### config.mk
export PLATFORM = sky130hd
export DESIGN_NAME = monochrome_ctrl
export DESIGN_NICKNAME = d
export VERILOG_FILES = /design/src/rtl/monochrome_pkg.sv /design/src/rtl/sync_edge.sv /design/src/rtl/monochrome_ctrl.sv
export SDC_FILE = /design/constraint.sdc
export NUM_CORES = 1
export LEC_CHECK = 0
export CORE_MARGIN = 1
export CORE_UTILIZATION = 45
export CTS_CLUSTER_DIAMETER = 100
export DETAILED_ROUTE_END_ITERATION = 8
export PLACE_DENSITY = 0.72
export SLEW_MARGIN = 40
export SYNTH_ARGS = -nofsm -noshare
export SYNTH_HDL_FRONTEND = slang
export SYNTH_SLANG_ARGS = --single-unit
export TNS_END_PERCENT = 50
### constraint.sdc
create_clock -name clk -period 2.4 [get_ports clk]
set_input_delay 0.36 -clock clk [delete_from_list [all_inputs] [get_ports clk]]
set_output_delay 0.36 -clock clk [all_outputs]
set_load 0.02 [all_outputs]
### src/rtl/monochrome_pkg.sv
// Shared constants for the monochrome mode controller: mode codes, register bit
// positions and FSM state encodings.
package monochrome_pkg;

    localparam logic [1:0] MONO_COLOUR = 2'b00;
    localparam logic [1:0] MONO_GREEN  = 2'b01;
    localparam logic [1:0] MONO_AMBER  = 2'b10;
    localparam logic [1:0] MONO_BW     = 2'b11;

    localparam int LOCK_BIT  = 7;
    localparam int IMMED_BIT = 6;

    typedef enum logic [1:0] {
        ST_IDLE    = 2'd0,
        ST_WAIT_VS = 2'd1,
        ST_APPLY   = 2'd2,
        ST_BLANK   = 2'd3
    } mono_state_t;

endpackage

### src/rtl/sync_edge.sv
// Two-flop synchroniser followed by a rising-edge detector.
// o_pulse is high for one clk, during the cycle before the third clk edge after the input rises.
module sync_edge (
    input  logic clk,
    input  logic rst,
    input  logic i_async,
    output logic o_pulse
);

    logic r_s1;
    logic r_s2;
    logic r_s3;

    always_ff @(posedge clk or posedge rst) begin
        if (rst) begin
            r_s1 <= 1'b0;
            r_s2 <= 1'b0;
            r_s3 <= 1'b0;
        end else begin
            r_s1 <= i_async;
            r_s2 <= r_s1;
            r_s3 <= r_s2;
        end
    end

    assign o_pulse = r_s2 & ~r_s3;

endmodule

### src/rtl/monochrome_ctrl.sv
// Holds the applied monochrome mode, accepts register/hotkey requests and defers
// each change to the next vsync (or timeout), optionally blanking whole frames after it.
module monochrome_ctrl
    import monochrome_pkg::*;
#(
    parameter logic [7:0] MONOADDR     = 8'hFB,
    parameter int         BLANK_FRAMES = 1,
    parameter int         VS_TIMEOUT   = 1000000
) (
    input  logic       clk,
    input  logic       rst,
    input  logic [7:0] zxuno_addr,
    input  logic       zxuno_regrd,
    input  logic       zxuno_regwr,
    input  logic [7:0] din,
    output logic [7:0] dout,
    output logic       oe_n,
    input  logic       hotkey_cycle,
    input  logic       vsync,
    output logic [1:0] monochrome_selection,
    output logic       blank,
    output logic       pending
);

    localparam int              TW         = (VS_TIMEOUT > 1) ? $clog2(VS_TIMEOUT) : 1;
    localparam logic [TW-1:0]   TLAST      = TW'(VS_TIMEOUT - 1);
    localparam logic [3:0]      BLANK_INIT = 4'(BLANK_FRAMES);

    logic          w_hk;
    logic          w_vs;
    logic          w_wr;
    logic          w_unused_din;

    logic [1:0]    r_req;
    logic          r_lock;
    logic          r_immed;
    logic [1:0]    r_mode;
    logic          r_blank;
    logic          r_pend;
    logic [TW-1:0] r_tcnt;
    logic [3:0]    r_fcnt;
    mono_state_t   r_state;

    mono_state_t   w_state_nxt;
    logic [1:0]    w_mode_nxt;
    logic          w_blank_nxt;
    logic          w_pend_nxt;
    logic [TW-1:0] w_tcnt_nxt;
    logic [3:0]    w_fcnt_nxt;

    sync_edge u_hk_sync (
        .clk     (clk),
        .rst     (rst),
        .i_async (hotkey_cycle),
        .o_pulse (w_hk)
    );

    sync_edge u_vs_sync (
        .clk     (clk),
        .rst     (rst),
        .i_async (vsync),
        .o_pulse (w_vs)
    );

    assign w_wr         = zxuno_regwr && (zxuno_addr == MONOADDR);
    assign w_unused_din = ^din[5:2];

    // A register write in the same cycle as a hotkey edge swallows the hotkey.
    always_ff @(posedge clk or posedge rst) begin
        if (rst) begin
            r_req   <= MONO_COLOUR;
            r_lock  <= 1'b0;
            r_immed <= 1'b0;
        end else if (w_wr) begin
            r_req   <= din[1:0];
            r_lock  <= din[LOCK_BIT];
            r_immed <= din[IMMED_BIT];
        end else if (w_hk && !r_lock) begin
            r_req   <= r_req + 2'd1;
        end
    end

    always_ff @(posedge clk or posedge rst) begin
        if (rst) begin
            r_state <= ST_IDLE;
            r_mode  <= MONO_COLOUR;
            r_blank <= 1'b0;
            r_pend  <= 1'b0;
            r_tcnt  <= '0;
            r_fcnt  <= 4'd0;
        end else begin
            r_state <= w_state_nxt;
            r_mode  <= w_mode_nxt;
            r_blank <= w_blank_nxt;
            r_pend  <= w_pend_nxt;
            r_tcnt  <= w_tcnt_nxt;
            r_fcnt  <= w_fcnt_nxt;
        end
    end

    always_comb begin
        w_state_nxt = r_state;
        w_mode_nxt  = r_mode;
        w_blank_nxt = r_blank;
        w_pend_nxt  = r_pend;
        w_tcnt_nxt  = r_tcnt;
        w_fcnt_nxt  = r_fcnt;
        case (r_state)
            ST_IDLE: begin
                if (r_req != r_mode) begin
                    if (r_immed) begin
                        w_state_nxt = ST_APPLY;
                    end else begin
                        w_state_nxt = ST_WAIT_VS;
                        w_tcnt_nxt  = '0;
                        w_pend_nxt  = 1'b1;
                    end
                end
            end
            ST_WAIT_VS: begin
                if (r_req == r_mode) begin
                    w_state_nxt = ST_IDLE;
                    w_pend_nxt  = 1'b0;
                end else if (w_vs || (r_tcnt == TLAST)) begin
                    w_state_nxt = ST_APPLY;
                end else begin
                    w_tcnt_nxt  = r_tcnt + TW'(1);
                end
            end
            // A vsync edge landing in this cycle is deliberately not counted as a blank frame.
            ST_APPLY: begin
                w_mode_nxt = r_req;
                w_pend_nxt = 1'b0;
                if (BLANK_FRAMES > 0) begin
                    w_blank_nxt = 1'b1;
                    w_fcnt_nxt  = BLANK_INIT;
                    w_state_nxt = ST_BLANK;
                end else begin
                    w_state_nxt = ST_IDLE;
                end
            end
            ST_BLANK: begin
                if (w_vs) begin
                    if (r_fcnt <= 4'd1) begin
                        w_fcnt_nxt  = 4'd0;
                        w_blank_nxt = 1'b0;
                        w_state_nxt = ST_IDLE;
                    end else begin
                        w_fcnt_nxt  = r_fcnt - 4'd1;
                    end
                end
            end
            default: w_state_nxt = ST_IDLE;
        endcase
    end

    always_comb begin
        dout = 8'hFF;
        oe_n = 1'b1;
        if ((zxuno_addr == MONOADDR) && zxuno_regrd) begin
            dout = {r_lock, r_immed, r_pend, r_blank, r_mode, r_req};
            oe_n = 1'b0;
        end
    end

    assign monochrome_selection = r_mode;
    assign blank                = r_blank;
    assign pending              = r_pend;

endmodule

# Word-level counts from Yosys, hierarchy flattened
# Index checks and enable logic that the tools add are counted.
[word_totals]
ff_bits = 40
in_bits = 22
out_inout_bits = 13
elab_cells = 79
[classes]
addsub = 3
magnitude_cmp = 1
eq_ne = 15
muxes = 26
bitwise_logic = 4
n_reduce_logical = 15
[ops]
columns = ["cell", "n"]
rows = [
  ["$mux 20", 4],
  ["$pmux 20 s2", 1],
  ["$add 20x1->20 const B", 1],
  ["$eq 20x20->1 const B", 1],
  ["$mux 2", 8],
  ["$ne 2x2->1 const B", 7],
  ["$eq 8x8->1 const B", 1],
  ["$mux 4", 2],
  ["$mux 8", 1],
  ["$pmux 2 s4", 1],
  ["$pmux 4 s2", 1],
  ["$reduce_and 4->1", 2],
  ["$mux 1", 6],
  ["$reduce_bool 2->1", 3],
  ["$reduce_and 5->1", 1],
  ["$eq 2x2->1 const B", 2],
  ["$le 4x1->1 const B", 1],
  ["$sub 4x1->4 const B", 1],
  ["$logic_and 1x1->1", 3],
  ["$ne 3x3->1 const B", 1],
  ["$pmux 1 s3", 1],
  ["$reduce_and 3->1", 1],
  ["$reduce_bool 3->1", 1],
  ["$add 2x1->2 const B", 1],
  ["other kinds (10)", 12],
]

# Logic depth before layout (Yosys ltp)
# Gate-level depths: netlist (run 1).
[logic_depth]
word_depth = 6
mapped_depth = 8
mapped_depth_nobuf = 7

# Modules after synthesis
# Synthesis (run 1) repeated with hierarchy kept, for this count alone.
[unflattened]
cells_unflattened = 251
hier_area_um2 = 2362.3
[modules_own_cells]
columns = ["module", "n_inst", "cells_each", "area_per_inst_um2", "seq_area_each_um2"]
rows = [
  ["monochrome_ctrl", 1, 241, 2177.1, 850.8],
  ["sync_edge", 2, 5, 92.6, 75.1],
]

# Worst setup path after synthesis (run 1)
# Ideal clock, no wire load.
[synth_path]
path_kind = "register to register"
startpoint = "register r_tcnt[0]"
endpoint = "register r_tcnt[18]"
setup_ps = 124
arrival_ps = 1878
required_ps = 2276
path_slack_ps = 398
path_stages_with_launch = 7
path_buffers = 0
period_less_slack_ps = 2002
path_cell_list = "dfrtp_1 ha_1 nand3_2 or3_4 or3_4 o211a_1 a211o_1"
[synth_via]
elab_chain_len = 4
word_cells_on_any_way = 8
classes_between = "add/sub (1); eq/ne (2); mux (3); reduce/logical (2)"
[synth_rtl]
columns = ["item", "line_no", "rtl"]
rows = [
  ["from (decl)", "monochrome_ctrl.sv:40", "logic [TW-1:0] r_tcnt;"],
  ["from (signal assigned)", "monochrome_ctrl.sv:96", "r_tcnt <= w_tcnt_nxt;"],
  ["$add 20x1->20 / $eq 20x20->1 (equally long branches)", "monochrome_ctrl.sv:127, monochrome_ctrl.sv:124", ""],
  ["$mux 20 / $logic_or 1x1->1 (equally long branches)", "monochrome_ctrl.sv:124", "end else if (w_vs || (r_tcnt == TLAST)) begin"],
  ["$mux 20 / $ne 2x2->1 (equally long branches)", "n/a", ""],
  ["$pmux 20 s2 / $reduce_and 5->1 (equally long branches)", "n/a", ""],
]
# Parallel ways exist; a longest one is shown, timed or not. The select of a mux whose other input is x is not followed.
# A chain may end at the register's enable or synchronous reset.

# Final worst setup path (run 1)
[layout_path]
startpoint = "input zxuno_addr[1]"
endpoint = "output dout[2]"
[layout_via]
elab_chain_len = 3
[layout_rtl]
columns = ["item", "line_no", "rtl"]
rows = [
  ["from (decl)", "monochrome_ctrl.sv:12", "input logic [7:0] zxuno_addr,"],
  ["$eq 8x8->1", "monochrome_ctrl.sv:160", "if ((zxuno_addr == MONOADDR) && zxuno_regrd) begin"],
  ["$logic_and 1x1->1", "monochrome_ctrl.sv:160", ""],
  ["$mux 8", "monochrome_ctrl.sv:160", ""],
  ["to (decl)", "monochrome_ctrl.sv:16", "output logic [7:0] dout,"],
]
# No other way between the ends.

==> results of run 1 <==
-- report_power, final --
part / switching, mW / total, mW / internal, mW
Combinational: 0.630 / 1.08 / 0.452
Sequential: 0.116 / 0.903 / 0.787
Clock: 0.230 / 0.460 / 0.229
Total: 0.977 / 2.45 / 1.47
-- worst max-delay path: stages --
cell and delay, ns:
clkdlybuf4s50_1 0.46, nand4_1 0.09, nor2_1 0.14, and2_2 0.25
nand2b_1 0.08, clkdlybuf4s50_1 0.55
-- timing repair --
item | 4_1_cts | 5_1_grt
endpoints found under the setup margin | 1 | 0
hold buffers | 0 | 0
hold endpoints to repair | 0 | 0
buffers inserted | 0 | 0
gates resized for setup | 1 | 0
-- final timing paths --
path,startpoint,end,slack [ns],depth (start not counted)
worst max-delay path,zxuno_addr[1],dout[2],0.11,6
worst min-delay path,u_hk_sync.r_s1,u_hk_sync.r_s2,0.37,0
worst max register to register,r_state[1],r_tcnt[3],0.22,8
worst min register to register,u_hk_sync.r_s1,u_hk_sync.r_s2,0.37,0
max in group asynchronous,rst,r_tcnt[12],1.58,3
min in group asynchronous,rst,u_hk_sync.r_s1,0.47,3
-- logic make-up after synthesis --
group | synth area share, %
AO/OA/AOI/OAI | 17.8
XOR/XNOR | 1.95
adder cells (fa/ha/maj) | 4.47
buffers and inverters | 3.24
flip-flops | 44.7
multiplexers | 3.41
AND/OR/NAND/NOR | 24.5
-- placed cells by master, fill, tap and decap left out, types with 2 or more instances in the layout --
cell and count:
and3_1 5, o21ai_0 11, or3_4 2, or3_1 2
o211a_1 3, buf_4 5, a22o_1 7, nand4_1 4
o31ai_1 2, and2_1 2, mux2_2 5, and3_2 2
nor2_1 10, clkbuf_8 6, dfrtp_1 40, clkinv_2 2
a211o_1 9, nor3b_1 2, ha_1 8, xor2_1 2
nand2_1 22, or2_1 2, nand2b_1 10, nor3_1 8
nand3_1 5, clkdlybuf4s50_1 30, or2_2 2, a21oi_1 7
nand4b_1 2, mux2i_1 2, xnor2_1 3, nor4_1 7
a31oi_1 5, nor2b_1 2, inv_1 11
-- final cells by class --
type / instances / area [sq um]
flip-flops and latches: 40 / 1000
clock buffers: 6 / 82.6
fillers: 429 / 2030
well taps: 67 / 83.8
clock inverters: 2 / 10.0
repair buffers: 35 / 338
inverters: 11 / 41.3
multi-input cells: 170 / 1170
-- state kept, by name, summed over array words and instances, names as in the netlist --
register              cells
blank                     1
monochrome_selection      2
pending                   1
r_fcnt                    4
r_immed                   1
r_lock                    1
r_req                     2
r_state                   2
r_tcnt                   20
u_hk_sync.r_s1            1
u_hk_sync.r_s2            1
u_hk_sync.r_s3            1
u_vs_sync.r_s1            1
u_vs_sync.r_s2            1
u_vs_sync.r_s3            1
-- metal layers --
| layer | wire length (microns) | up-vias | track usage (%) | share of wire, % |
|---|---|---|---|---|
| met2 | 2220 | 24 | 29.2 | 49 |
| met4 | 73 | 0 | 7.19 | 1.6 |
| met5 | 0 | - | 0 | 0 |
| met3 | 125 | 5 | 3.33 | 2.8 |
| li1 | - | 906 | - | - |
| met1 | 2080 | 882 | 24.0 | 46 |
-- through the flow --
stage | util, % | cell area, sq um | setup WS (ns) | hold WS, ns | std cells
3_5_place_dp | 55.3 | 2630 | 0.000236 | 0.342 | 323
3_3_place_gp | 55.3 | 2630 | 0.0466 | 0.336 | 323
5_1_grt | 57.3 | 2730 | 0.0298 | 0.372 | 331
2_1_floorplan | - | 2240 | 0.398 | 0.331 | 228
6_report | 57.3 | 2730 | 0.113 | 0.366 | 331
4_1_cts | 57.3 | 2730 | 0.0944 | 0.366 | 331
==> impl_metrics.tcl, run 1 <==
set metrics [dict create \
    status "finished clean" \
    port-buffer-count 30 \
    grt_pass1_vias 1597 \
    clk_latency_ns 0.29 \
    yosysMostFrequentCell "dfrtp_1" \
    drv_cap 0 \
    cts_sinks 40 \
    cts_root_buf "clkbuf_8" \
    overflow 0 \
    critPathKind "in -> out" \
    ant_nets 0 \
    route.detailed.drc 0 \
    synth-edff-count 0 \
    slew_viol_final 0 \
    syn_nets 258 \
    start_util_pct 47.1 \
    dp_hpwl_microns 3150 \
    critPathRequiredTime_ns 2.04 \
    rows 25 \
    fin_crit_ns 2.29 \
    clock_skew_ns 0.00291 \
    grt_usage_pct 18.0 \
    synth_seq_cells 40 \
    ioPinCount 35 \
    p_leak_nw 1.22 \
    fin_crit_sh_pct 95.3 \
    setup_violations 0 \
    synth_top_area_share_pct 44.7 \
    irDropWorstVdd_mv 0.377 \
    firstDrtPassIters 4 \
    synth_cell_types 49 \
    netlist_area_sq_mm 0.00224 \
    powerDensity_mw_per_mm2 897 \
    yosysSeqAreaShare_pct 44.7 \
    place.gp.congestion 0.771 \
    syn_area_per_cell_sq_um 9.83 \
    dieWidth_microns 72.6 \
    max-slew-margin-rel_pct 67.7 \
    drt_wl_total_microns 4500 \
    synthCells 228 \
    die_h_microns 72.6 \
    die_area_sq_mm 0.00527 \
    grt_max_degree 41 \
    synth-async-reset-ratio_pct 100 \
    final_hold_viol_count 0 \
    yosys.area.top_type "dfrtp_1" \
    cts_buffers 5 \
    fmax_ghz 0.437 \
    cts_tree "built" \
    n_antenna_cell 0 \
    worstPathArrival_ns 1.93 \
    grt_pass1_wl_microns 7330 \
    drive_gt1_share_pct 12.5 \
    rsz0062_at_grt "no" \
    vias_per_cell 5.49 \
    worst-path-max-fanout 9 \
    synth_warnings 0 \
    worstMarginPinSlew_ns 0.481 \
    clkTransAtPathRegs_ns 0.07 \
    ys_top_cells_by_area "dfrtp_1, ha_1, nand2_1" \
    wl_per_cell_microns 13.6 \
    tns_ns 0 \
    antenna_found_initial 0 \
    cts_max_level 2 \
    clock_path_buffers 2 \
    synth_ff_type "dfrtp_1" \
    core_sq_mm 0.00475 \
    final_net_count 293 \
    syn_to_final_growth_pct 21.6 \
    total_power_mw 2.45 \
    first_iter_violations 114 \
    synth.top_cells.by_count "dfrtp_1, nand2_1, inv_1, o21ai_0" \
    crit_path_start_kind "input port" \
    worst_hold_path_type "reg -> reg" \
    crit_path_end_kind "output port" \
    dr_total_vias 1817 \
]
Note: power is estimated with default switching activity, not from simulation.
==> run 2, diff against run 1 <==
- CORE_MARGIN: 1 -> 4
- GPL_TIMING_DRIVEN: not set -> 0
==> run 2 against run 1 <==
Net effect: clock-buffer cell count rose by 1; core utilization rose by 0.25 points; die area rose by 17%; global-route usage fell by 0.58 points; cell count rose by 0.30%; critical path type unchanged; highest routed layer unchanged.
==> impl_metrics.tcl, run 2 (synthesis results as in run 1) <==
set metrics [dict create \
    p_int_mw 1.60 \
    grt_pass1_vias 1898 \
    grt_pass1_wl_microns 8580 \
    drive_gt1_share_pct 12.5 \
    slew_viol_final 0 \
    hold_ws_ns 0.358 \
    fillers 435 \
    wl_per_cell_microns 14.6 \
    first_iter_violations 105 \
    dp_slack_ns -0.152 \
    post_cts_buffers 0 \
    p_switching_uw 994 \
    die_area_sq_mm 0.00617 \
    crit-reg2reg-launch "r_state[1]" \
    dp_hpwl_microns 3470 \
    clk_latency_ns 0.30 \
    syn_to_final_growth_pct 22.9 \
    rsz0062_at_grt "no" \
    antenna_found_initial 0 \
    critPathKind "in -> out" \
    top_regs "r_tcnt x20, r_fcnt x4" \
    final_common_cell "dfrtp_1" \
    start_util_pct 46.8 \
    worst-path-max-fanout 9 \
    n_antenna_cell 0 \
    swShare_pct 38.4 \
    seq_area_sq_mm 0.00100 \
    vias_per_cell 5.61 \
    largest_reg_flops 20 \
    worst_hold_path_type "reg -> reg" \
    dieWidth_microns 78.6 \
    tns_ns 0 \
    drv_cap 0 \
    overflow 0 \
    dr_total_vias 1862 \
    rows 25 \
    cts_root_buf "clkbuf_8" \
    hold_start "u_hk_sync.r_s1" \
    final_cell_area_sq_mm 0.00276 \
    firstDrtPassIters 4 \
    grt_usage_pct 17.5 \
    clkTransAtPathRegs_ns 0.07 \
    seq_power_share_pct 34.8 \
    status "finished clean" \
    clock_path_buffers 2 \
    dr_wl_met3_microns 190 \
    die_h_microns 78.6 \
    final_net_count 294 \
    fmax_ghz 0.442 \
    worstMarginPinSlew_ns 0.696 \
    worstPathArrival_ns 1.90 \
    met1Wirelength_microns 2230 \
    clkPwrFrac_pct 23.4 \
    cts_sinks 40 \
    crit_path_end_kind "output port" \
    cp-startpoint "zxuno_addr[0]" \
    cts_tree "built" \
    wl_met2_microns 2330 \
    place.gp.congestion 0.821 \
    cts_buffers 5 \
    fin_crit_sh_pct 94.3 \
    clock_skew_ns 0.00580 \
    irDropWorstVdd_mv 0.403 \
    pwr-share-comb_pct 41.8 \
    crit_path_start_kind "input port" \
    final_hold_viol_count 0 \
    grt_max_degree 41 \
    core_sq_mm 0.00479 \
    port-buffer-count 30 \
    drt_wl_total_microns 4840 \
    final_cell_mix "dfrtp_1, clkdlybuf4s50_1, nand2_1" \
    p_leak_nw 1.23 \
    setup_slack_ns 0.137 \
    ant_nets 0 \
    max-slew-margin-rel_pct 53.2 \
    topRoutingLayerUsed "met4" \
    postLayoutCoreUtil_pct 57.6 \
    regMostFlops "r_tcnt" \
    multi_input_area_sq_mm 0.00117 \
    fin_crit_ns 2.26 \
    powerDensity_mw_per_mm2 940 \
    cts_max_level 2 \
    postPlaceCellArea_sq_mm 0.00263 \
    critPathRequiredTime_ns 2.04 \
    setup_violations 0 \
    ioPinCount 35 \
    route.detailed.drc 0 \
]
run 2: cell types whose count changed in the layout (fill, tap and decap cells not counted), sizes merged:
cell,delta
bufinv,+1
clkbuf,+4
buf,-2
clkinv,-2
run 2: final cells by class:
type	count	share of cell area [%]
multi-input cells	170	42.5
plain buffers	6	1.09
clock inverters	1	1.09
inverters	11	1.59
clock buffers	7	3.50
well taps	67	3.04
flip-flops and latches	40	36.3
repair buffers	30	10.9
run 2: timing repair:
| action | CTS | global route |
|---|---|---|
| resized for setup | 1 | 2 |
| endpoints found under the setup margin | 9 | 16 |
| pin swaps | 0 | 0 |
| hold buffers | 0 | 0 |
| hold endpoints to repair | 0 | 0 |
run 2: critical path, stage by stage:
cell and delay [ns]:
clkdlybuf4s50_1 0.46, nand4_1 0.09, nor2_1 0.15, and2_4 0.22, nand2b_1 0.06, clkdlybuf4s50_1 0.55
run 2: path summary, 6_finish.rpt:
check / to / slack [ns] / depth (start not counted)
worst min register to register: u_hk_sync.r_s2 / 0.36 / 0
worst max register to register: r_tcnt[11] / 0.22 / 7
max in group asynchronous: r_tcnt[1] / 1.61 / 2
worst min-delay path: u_hk_sync.r_s2 / 0.36 / 0
worst max-delay path: dout[0] / 0.14 / 6
min in group asynchronous: r_tcnt[17] / 0.44 / 2
run 2: routing by layer:
metal  vias to the layer above  GRT usage [%]
met4                         0           6.47
met2                        33           27.9
met3                         9           3.90
met1                       904           23.1
li1                        916              -
met5                         -              0
run 2: per-stage QoR:
step | power (mW) | instances
floorplan | 1.66 | 228
global placement | 1.98 | 325
detailed placement | 2.00 | 325
CTS | 2.61 | 332
global route | 2.79 | 332
finish | 2.59 | 332
run 2: power by group through the flow:
stage	Sequential (mW)	Clock, mW	Combinational (mW)
3_5_place_dp	0.918	0	1.08
5_1_grt	0.926	0.646	1.22
2_1_floorplan	0.930	0	0.727
3_3_place_gp	0.913	0	1.06
6_report	0.901	0.606	1.08
4_1_cts	0.904	0.620	1.09
==> run 3, diff against run 2 <==
--- a/config.mk
+++ b/config.mk
@@ -6,4 +6,5 @@
 export NUM_CORES = 1
 export LEC_CHECK = 0
+export CAP_MARGIN = 5
 export CORE_MARGIN = 4
 export CORE_UTILIZATION = 45
==> constraint.sdc (replaced) <==
create_clock -name clk -period 2.4 [get_ports clk]
set_input_delay 0.48 -clock clk [delete_from_list [all_inputs] [get_ports clk]]
set_output_delay 0.48 -clock clk [all_outputs]
set_load 0.02 [all_outputs]
==> run 3 against run 2 <==
Net effect: cell count did not move; first-iteration DRC count did not move; combinational power barely moved; sequential cell count did not move; clock power barely moved; hold slack did not move; critical path type unchanged; critical path depth did not move; non-clock buffer count did not move.
==> impl_metrics.tcl, run 3 (synthesis results as in run 1) <==
set metrics [dict create \
    regMostFlops "r_tcnt" \
    die_area_sq_mm 0.00617 \
    worst-path-max-fanout 9 \
    rsz0062_at_grt "no" \
    cp-startpoint "zxuno_addr[0]" \
    dp_hpwl_microns 3470 \
    p_switching_uw 993 \
    final_common_cell "dfrtp_1" \
    clkPwrFrac_pct 23.4 \
    core_sq_mm 0.00479 \
    critPathRequiredTime_ns 1.92 \
    firstDrtPassIters 4 \
    worstPathArrival_ns 1.79 \
    clkTransAtPathRegs_ns 0.07 \
    powerDensity_mw_per_mm2 944 \
    grt_pass1_wl_microns 8580 \
    grt_usage_pct 17.5 \
    hold_start "u_hk_sync.r_s1" \
    cts_buffers 5 \
    layout.cells.non_filler 332 \
    worstMarginPinSlew_ns 0.693 \
    cts_tree "built" \
    first_iter_violations 105 \
    irDropWorstVdd_mv 0.403 \
    slowest_stage "clkdlybuf4s50_1" \
    antenna_found_initial 0 \
    route.detailed.drc 0 \
    final_cell_mix "dfrtp_1, nand2_1, clkdlybuf4s50_1" \
    p_leak_nw 1.21 \
    fin_crit_ns 2.27 \
    cts_root_buf "clkbuf_8" \
    tns_ns 0 \
    status "finished clean" \
    final_hold_viol_count 0 \
    n_antenna_cell 0 \
    top_regs "r_tcnt x20, r_fcnt x4" \
    reg2reg_setup_slack_ns 0.22 \
    start_util_pct 46.8 \
    total_power_mw 2.59 \
    path_cells "clkdlybuf4s50_1 -> nand4_1 -> nor2_1 -> and2_4 -> nand2b_1 -> dlygate4sd2_1" \
    post_cts_buffers 0 \
    grt_pass1_vias 1898 \
    vias_per_cell 5.59 \
    cts_resized 11 \
    cts_sinks 40 \
    dp_cells 325 \
    max-slew-margin-rel_pct 53.3 \
    largest_reg_flops 20 \
    crit-reg2reg-launch "r_state[1]" \
    cts_max_level 2 \
    clk_latency_ns 0.30 \
    crit_path_start_kind "input port" \
    syn_to_final_growth_pct 22.4 \
    hold_buffers 0 \
    dp_slack_ns -0.392 \
    drv_cap 0 \
    overflow 0 \
    die_h_microns 78.6 \
    rows 25 \
    critPathKind "in -> out" \
    slowest_delay_ns 0.46 \
    setup_slack_ns 0.126 \
    seq_power_share_pct 34.8 \
    worst_hold_path_type "reg -> reg" \
    setup_violations 0 \
    crit_path_end_kind "output port" \
    p_int_mw 1.60 \
    cp_num_buf_inv 2 \
    dr_total_vias 1856 \
    pwr-share-comb_pct 41.8 \
    swShare_pct 38.4 \
    ioPinCount 35 \
    fin_crit_sh_pct 94.8 \
    drt_wl_total_microns 4830 \
    cp_top_family "buffers and inverters" \
    place.gp.congestion 0.821 \
    fmax_ghz 0.440 \
    wl_per_cell_microns 14.5 \
    port-buffer-count 30 \
    slew_viol_final 0 \
    ant_nets 0 \
    drive_gt1_share_pct 12.5 \
    grt_max_degree 41 \
    clock_path_buffers 2 \
    final_net_count 294 \
    clock_skew_ns 0.00580 \
    dieWidth_microns 78.6 \
]
[run 3: area by class of cell]
cell class	count	area [sq um]
plain buffers	6	30.0
repair buffers	30	289
multi-input cells	170	1170
inverters	11	43.8
clock inverters	1	30.0
fillers	441	2040
well taps	67	83.8
flip-flops and latches	40	1000
clock buffers	7	96.3
[run 3: power groups by stage]
stage,Sequential (mW),Combinational [mW],Clock [mW]
after floorplan,0.930,0.727,0
after global placement,0.913,1.06,0
after detailed placement,0.918,1.08,0
after CTS,0.904,1.09,0.620
after global routing,0.926,1.22,0.646
final,0.901,1.08,0.606
[run 3: metrics by stage]
step	hold WS (ns)	instance area [sq um]	util [%]
2_1_floorplan	0.331	2240	-
3_3_place_gp	0.337	2630	54.8
3_5_place_dp	0.345	2630	54.9
4_1_cts	0.362	2740	57.3
5_1_grt	0.385	2740	57.3
6_report	0.358	2740	57.3
[run 3: worst register-to-register path, cell delays in order (launching register included)]
cell and delay (ns):
dfrtp_1 0.40, inv_1 0.10, ha_1 0.20, clkbuf_1 0.25, nor4b_2 0.43, nor2_2 0.14, clkbuf_4 0.23, a211o_1 0.31
[run 3: final timing paths]
kind	endpoint	cells after the start
setup reg to reg	r_tcnt[11]	7
min in group asynchronous	r_tcnt[17]	2
hold / removal	u_hk_sync.r_s2	0
setup / recovery	dout[0]	6
hold reg to reg	u_hk_sync.r_s2	0
max in group asynchronous	r_tcnt[1]	2
[run 3: layer usage]
metal	wire length [microns]	track usage, %
met5	0	0
met4	83	6.47
met3	193	3.90
met2	2320	27.9
met1	2230	23.1
